<file path="config.mk">
export PLATFORM = sky130hd
export DESIGN_NAME = inst_fetch_queue
export DESIGN_NICKNAME = d
export VERILOG_FILES = /design/src/rtl/inst_fetch_queue.sv
export SDC_FILE = /design/constraint.sdc
export NUM_CORES = 1
export LEC_CHECK = 0
export BUFFER_PORTS_ARGS = -buffer_cell sky130_fd_sc_hd__buf_2
export CORE_UTILIZATION = 51
export DETAILED_ROUTE_END_ITERATION = 8
export HOLD_SLACK_MARGIN = 0.15
export PLACE_DENSITY = 0.86
export SYNTH_ARGS = -nofsm -noshare
export SYNTH_HDL_FRONTEND = slang
export SYNTH_SLANG_ARGS = --single-unit
</file>
<file path="constraint.sdc">
create_clock -name clk -period 2.8 [get_ports clk]
set_input_delay 0.14 -clock clk [delete_from_list [all_inputs] [get_ports clk]]
set_output_delay 0.14 -clock clk [all_outputs]
set_load 0.05 [all_outputs]
</file>
<file path="src/rtl/inst_fetch_queue.sv">
// Instruction-fetch front end: owns the PC, drives inst_rom, and buffers
// fetched {pc, inst} pairs for decode; taken branches flush and redirect.

module ifq_entry (
  input  logic        clk,
  input  logic        we,
  input  logic [31:0] pc_d,
  input  logic [31:0] inst_d,
  output logic [31:0] pc_q,
  output logic [31:0] inst_q
);

  // Storage only; validity is tracked by the queue count, so no reset needed.
  always_ff @(posedge clk) begin
    if (we) begin
      pc_q   <= pc_d;
      inst_q <= inst_d;
    end
  end

endmodule

module inst_fetch_queue #(
  parameter int          QUEUE_DEPTH = 4,
  parameter logic [31:0] RESET_PC    = 32'h0000_0000
) (
  input  logic                         clk,
  input  logic                         rst,
  output logic [31:0]                  rom_addr_out,
  output logic                         rom_ce_o,
  input  logic [31:0]                  rom_data_inst,
  input  logic                         branch_flag_i,
  input  logic [31:0]                  branch_target_i,
  input  logic                         id_ready_i,
  output logic                         id_valid_o,
  output logic [31:0]                  id_pc_o,
  output logic [31:0]                  id_inst_o,
  output logic [$clog2(QUEUE_DEPTH):0] q_count_o
);

  localparam int PTR_W = $clog2(QUEUE_DEPTH);
  localparam int CNT_W = PTR_W + 1;
  localparam logic [CNT_W-1:0] FULL_CNT = CNT_W'(QUEUE_DEPTH);

  localparam logic [0:0] S_RESET = 1'b0;
  localparam logic [0:0] S_RUN   = 1'b1;

  logic [0:0]       state;
  logic [31:0]      fetch_pc;
  logic [PTR_W-1:0] rd_ptr, wr_ptr;
  logic [CNT_W-1:0] count;

  logic [QUEUE_DEPTH-1:0][31:0] pc_arr, inst_arr;
  logic [QUEUE_DEPTH-1:0]       ent_we;

  logic run, redirect, push, pop, has_data;

  // Outputs are forced to reset values in the same cycle rst is sampled.
  assign run      = (state == S_RUN) && !rst;
  assign has_data = (count != '0) && !rst;
  assign redirect = run && branch_flag_i;
  assign rom_ce_o = run && (count != FULL_CNT);
  assign push     = rom_ce_o && !branch_flag_i;
  assign pop      = id_valid_o && id_ready_i;

  assign rom_addr_out = fetch_pc;
  assign id_valid_o   = has_data && !branch_flag_i;
  assign id_pc_o      = has_data ? pc_arr[rd_ptr]   : 32'h0;
  assign id_inst_o    = has_data ? inst_arr[rd_ptr] : 32'h0;
  assign q_count_o    = rst ? '0 : count;

  genvar gi;
  generate
    for (gi = 0; gi < QUEUE_DEPTH; gi++) begin : g_ent
      assign ent_we[gi] = push && (wr_ptr == PTR_W'(gi));
      ifq_entry u_ent (
        .clk    (clk),
        .we     (ent_we[gi]),
        .pc_d   (fetch_pc),
        .inst_d (rom_data_inst),
        .pc_q   (pc_arr[gi]),
        .inst_q (inst_arr[gi])
      );
    end
  endgenerate

  always_ff @(posedge clk) begin
    if (rst) begin
      state    <= S_RESET;
      fetch_pc <= RESET_PC;
      rd_ptr   <= '0;
      wr_ptr   <= '0;
      count    <= '0;
    end else begin
      state <= S_RUN;
      if (redirect) begin
        // Flush wins over any push/pop; low two bits of the target dropped.
        fetch_pc <= branch_target_i & ~32'h3;
        rd_ptr   <= '0;
        wr_ptr   <= '0;
        count    <= '0;
      end else begin
        if (push) begin
          wr_ptr   <= wr_ptr + 1'b1;
          fetch_pc <= fetch_pc + 32'd4;
        end
        if (pop)
          rd_ptr <= rd_ptr + 1'b1;
        case ({push, pop})
          2'b10:   count <= count + 1'b1;
          2'b01:   count <= count - 1'b1;
          default: count <= count;
        endcase
      end
    end
  end

endmodule

</file>
==> metrics.csv, run 1 <==
metric;value;unit
die height;153;um
Cell Pwr Density;630;nW/um^2
GP Congestion;0.875;
Synth Register Bits;286;
Area Overhead vs Synth;26.8;%
setup slack, reg-to-reg;0.15;ns
CP required;3.28;ns
clock tree root driver cell;clkbuf_16;
hold-critical path endpoint;rd_ptr[0];
Clock Tree Buf Depth;3;
commonest non-fill, non-tap cell in the layout;edfxtp_1;
# setup viols final;0;
Worst R2R End;rom_addr_out[24];
first-pass GRT wire length;40200;um
Max-slew headroom;48.2;%
ant diodes;0;
Skew-Pair Late Insertion Delay;0.54;ns
DR vias/cell;5.86;
GR Overflow Total;0;
dpl cells;1122;
asr flop ratio synth;0;%
max_cap viols;0;
r2r startpoint;rom_addr_out[9];
Pleak;0.00515;uW
dpl hpwl;15100;um
row count;54;
Worst VDD drop;0.419;mV
Distinct cells, synth;51;
Vias;7319;
status;completed;
# DRC;0;
Fmax;0.377;GHz
fin cells;1249;
clock sink total;286;
critical-path maximum fanout;10;
Avg Cell Area, Syn;16.9;sq um
GR Util All Layers;22.3;%
Post-Route WL;25900;um
Post-DRT Antenna Nets;0;
R2R depth;6;
worst slew pin tran;0.777;ns
I/O Buffers;162;
crit path launch type;flip-flop;
HP Class;in -> reg;
design area;14700;sq um
synth warn;0;
Buf/Inv on CP;1;
number of global-route vias before repair;7367;
initial antenna violation count;0;
sequential area share after synthesis;70.7;%
IO Pins;169;
Crit path arrival time;3.13;ns
Synth Cell Area;11600;sq um
CP Class;reg -> reg;
DRT Pass-1 Iters;8;
Top delay family on crit path;simple AND/OR/NAND/NOR gates;
Most used DFF post-synth;edfxtp_1;
initial core utilization;52.6;%
Final nets;1022;
HP Start;id_ready_i;
fin crit share;94.8;%
share of cells above drive strength 1;34.2;%
CP Cell Sequence;nand4_2, or4_4, or3_4, or3_1, a31oi_1, dlygate4sd3_1;
die width;153;um
Final Hold Viols;0;
max-slew violations;0;
skew final;0.0178;ns
clock-pin slew on the worst setup and hold paths;0.06;ns
most frequent cells in the layout;edfxtp_1, buf_2, dlygate4sd3_1;
Post-synth EDFFs;248;
Slowest-stage cell, CP;dlygate4sd3_1;
Total Power;9280;uW
Post-Syn Instances;687;
largest net degree at the start of global routing;63;
CTS tree;done;
Die Footprint;23400;sq um
average wire per standard cell;20.7;um
initial DRC count;550;
Period minus WS final;2.65;ns
placed cell area;13000;sq um
RSZ-0062 raised after global routing;false;
worst stage delay on the critical path;0.56;ns
TritonCTS Buffers;28;
hold path cells;5;
H-tree level count;1;
CP Capture Type;flip-flop;
core area;22100;sq um
kinds of logic (layout without fill, tap and decap cells):
logic type / count (synthesis) / count (layout) / share of synthesized area, %
other: 1 / 4 / 0.0323
AO/OA/AOI/OAI: 62 / 62 / 3.58
multiplexers: 63 / 63 / 12.1
flip-flops: 286 / 286 / 70.7
AND/OR/NAND/NOR: 208 / 208 / 10.3
buffers and inverters: 51 / 330 / 1.84
adder cells (fa/ha/maj): 7 / 7 / 0.819
XOR/XNOR: 9 / 9 / 0.679
layout make-up:
class	instances	area [sq um]
sequential	286	8230
fill	1450	7370
multi-input combinational	353	3240
timing repair buffer	267	1880
clock buffer	33	781
tap	280	350
clock inverter	19	189
inverter	11	41.3
layer usage:
| layer | up-vias | part of all wire [%] | wire (um) | GRT usage (%) |
|---|---|---|---|---|
| met4 | 0 | 2.8 | 735 | 7.41 |
| met5 | - | 0 | 0 | 0 |
| met3 | 64 | 7.9 | 2050 | 4.22 |
| li1 | 3251 | - | - | - |
| met2 | 383 | 49 | 12700 | 37.2 |
| met1 | 3621 | 40 | 10400 | 29.7 |
where the power goes:
group | total (uW) | internal, uW | switching (uW)
Sequential | 4800 | 4700 | 93.0
Clock | 3880 | 2340 | 1540
Combinational | 599 | 231 | 369
how the worst max path moves through the flow:
stage / slack, ns / from / endpoint / depth (start not counted)
after global routing: 0.005 / rom_addr_out[9] / rom_addr_out[24] / 6
after detailed placement: 0.28 / count[2] / count[2] / 10
after floorplan: -0.09 / state / g_ent[0].u_ent.inst_q[0] / 5
after global placement: 0.33 / count[2] / count[2] / 10
final: 0.15 / rom_addr_out[9] / rom_addr_out[24] / 6
after CTS: 0.02 / rom_addr_out[14] / rom_addr_out[24] / 6
registers in the layout, indices dropped and copies added, names as in the netlist:
name	count
count	3
g_ent.u_ent.inst_q	128
g_ent.u_ent.pc_q	120
rd_ptr	2
rom_addr_out	30
state	1
wr_ptr	2
cell usage after synthesis, types with 3 or more instances:
cell type	count	share of area (%)
a22oi_1	8	0.52
a211oi_1	5	0.32
edfxtp_1	248	64
mux4_2	62	12
nor3_1	3	0.13
dfxtp_1	38	6.6
ha_1	6	0.65
xor2_1	6	0.45
inv_1	11	0.36
a31oi_1	20	1.1
nand3_1	25	1.1
or3_1	9	0.48
nand4_1	11	0.59
xnor2_1	3	0.23
and2_1	4	0.22
or4_1	5	0.32
a21oi_1	9	0.39
buf_2	6	0.26
nor2b_1	64	3.4
nand2_1	34	1.1
nor4_1	4	0.22
nor2_1	21	0.68
clkbuf_1	26	0.84
o21ai_0	4	0.17
o211ai_1	10	0.65
and3_1	9	0.48
buf_1	4	0.13
buf_4	4	0.26
metrics by stage:
stage	setup TNS [ns]	util (%)	hold WS, ns	setup slack [ns]
final	0	66.6	0.202	0.146
after detailed placement	0	58.7	0.359	0.284
after global placement	0	58.7	0.353	0.332
after floorplan	-22.73	-	0.239	-0.0916
after global routing	0	66.6	0.209	0.00490
after CTS	0	66.4	0.169	0.0248
tightest hold or removal path, delay by kind of cell:
kind,cells,cell delay (ns)
buf+inv,2,0.26
simple gates,2,0.18
xor+xnor,1,0.13
what timing repair did:
item / in CTS / in global routing
gates resized for setup: 0 / 17
setup endpoints to repair: 0 / 7
hold buffers: 74 / 0
endpoints found under the hold margin: 159 / 0
buffers inserted: 0 / 1
No activity file was read; power rests on OpenSTA's default activity.
==> run 2: changes to the inputs <==
--- a/config.mk
+++ b/config.mk
@@ -6,10 +6,11 @@
 export NUM_CORES = 1
 export LEC_CHECK = 0
 export BUFFER_PORTS_ARGS = -buffer_cell sky130_fd_sc_hd__buf_2
-export CORE_UTILIZATION = 51
+export CORE_UTILIZATION = 53
+export CTS_BUF_LIST = sky130_fd_sc_hd__clkbuf_8
 export DETAILED_ROUTE_END_ITERATION = 8
 export HOLD_SLACK_MARGIN = 0.15
-export PLACE_DENSITY = 0.86
+export PLACE_DENSITY = 0.89
 export SYNTH_ARGS = -nofsm -noshare
 export SYNTH_HDL_FRONTEND = slang
 export SYNTH_SLANG_ARGS = --single-unit
==> run 2 against run 1 <==
Cell count up 1.4%. Routed wire length up 2.5%. First-iteration DRC count up 16%. Maximum frequency up 1.2%. Clock power down 15%. Clock skew down 0.0052 ns. Design area down 1.1%. Critical endpoint is now rom_addr_out[27].
==> metrics.csv, run 2 (synthesis gave the netlist of run 1 again) <==
metric;value;unit
row count;53;
Int Pwr;6690;uW
I/O Buffers;162;
die height;150;um
# setup viols final;0;
TritonCTS Buffers;45;
Skew-Pair Late Insertion Delay;0.53;ns
GR Util All Layers;24.2;%
initial DRC count;640;
GR Overflow Total;0;
H-tree level count;2;
Max-slew headroom;44.4;%
initial core utilization;54.7;%
clock tree root driver cell;clkbuf_8;
Clock Tree Buf Depth;3;
switching power;1990;uW
CP Class;reg -> reg;
Period minus WS final;2.62;ns
dpl hpwl;15600;um
# DRC;0;
CP Capture Type;flip-flop;
Final Util;68.6;%
status;completed;
most frequent cells in the layout;edfxtp_1, buf_2, dlygate4sd3_1;
Pleak;0.00513;uW
net switching fraction of the power;23.0;%
max-slew violations;0;
Die Footprint;22500;sq um
Final Hold Viols;0;
share of cells above drive strength 1;33.2;%
Cell Pwr Density;596;nW/um^2
largest net degree at the start of global routing;63;
number of global-route vias before repair;7573;
first-pass GRT wire length;40800;um
critical-path maximum fanout;12;
worst slew pin tran;0.834;ns
IO Pins;169;
Crit path arrival time;3.10;ns
max_cap viols;0;
HP Class;in -> reg;
Vias;7378;
clock-pin slew on the worst setup and hold paths;0.06;ns
Largest Register;g_ent.u_ent.inst_q;
commonest non-fill, non-tap cell in the layout;edfxtp_1;
clock sink total;286;
die width;150;um
Comb pwr share;7.0;%
Post-Route WL;26600;um
fin crit share;93.7;%
Worst VDD drop;0.355;mV
Setup WS post-layout;0.178;ns
GP Congestion;0.877;
DRT Pass-1 Iters;5;
ant diodes;0;
core area;21200;sq um
sequential power share;55.2;%
RSZ-0062 raised after global routing;false;
initial antenna violation count;0;
setup slack, reg-to-reg;0.18;ns
CTS tree;done;
Fmax;0.381;GHz
crit path launch type;flip-flop;
Setup TNS;0;ns
average wire per standard cell;21.0;um
CP required;3.28;ns
Post-DRT Antenna Nets;0;
Clk pwr share;37.8;%
DR vias/cell;5.83;
Final nets;1036;
max reg flops;128;
Area Overhead vs Synth;25.4;%
skew final;0.0126;ns
setup slack at placement;0.330;ns
-- run 2: cell count changes in the layout (fill, tap and decap cells not counted), sizes merged --
cell,before,now
clkbuf,33,51
clkinv,14,10
clkinvlp,1,2
bufinv,4,1
inv,11,24
dlygate4sd3,74,77
buf,193,187
-- run 2: timing repair --
| item | CTS | global route |
|---|---|---|
| setup endpoints to repair | 0 | 7 |
| buffers inserted | 0 | 1 |
| resized for setup | 0 | 4 |
| hold endpoints to repair | 159 | 0 |
| hold buffers | 77 | 0 |
-- run 2: worst paths after layout --
check | start | to | depth (start not counted)
hold reg to reg | wr_ptr[1] | wr_ptr[1] | 2
setup / recovery | rom_addr_out[13] | rom_addr_out[27] | 6
hold / removal | id_ready_i | rd_ptr[0] | 5
setup reg to reg | rom_addr_out[13] | rom_addr_out[27] | 6
-- run 2: critical path: stages, from the launching register on --
cell and delay, ns:
dfxtp_1 0.54, nand4_2 0.26, nor4_4 0.48, nand4b_1 0.18
or3_1 0.33, a31oi_1 0.20, dlygate4sd3_1 0.57
-- run 2: layout make-up --
cell class | count | area (sq um)
inverter | 11 | 41.3
multi-input combinational | 353 | 3250
clock buffer | 51 | 702
clock inverter | 26 | 139
sequential | 286 | 8220
tap | 275 | 344
fill | 1313 | 6660
timing repair buffer | 264 | 1870
-- run 2: power groups by stage --
stage                     Combinational [uW]  Sequential (uW)  Clock [uW]
after global placement                   499             4870           0
after floorplan                          226             4960           0
after CTS                                596             4790        3350
final                                    607             4790        3280
after global routing                     643             4800        3540
after detailed placement                 508             4880           0
-- run 2: per-layer routing --
metal | vias up | wire [um] | GRT usage, %
li1 | 3272 | - | -
met1 | 3632 | 10400 | 31.8
met2 | 407 | 13300 | 40.5
met3 | 67 | 2190 | 4.82
met4 | 0 | 626 | 8.08
met5 | - | 0 | 0
-- run 2: metrics by stage --
step	hold slack, ns	total power, uW	cells	cell area [sq um]
final	0.208	8680	1266	14600
after global routing	0.223	8980	1266	14600
after CTS	0.160	8740	1265	14500
after detailed placement	0.361	5390	1111	12900
after global placement	0.352	5370	1111	12900
after floorplan	0.239	5190	690	11600
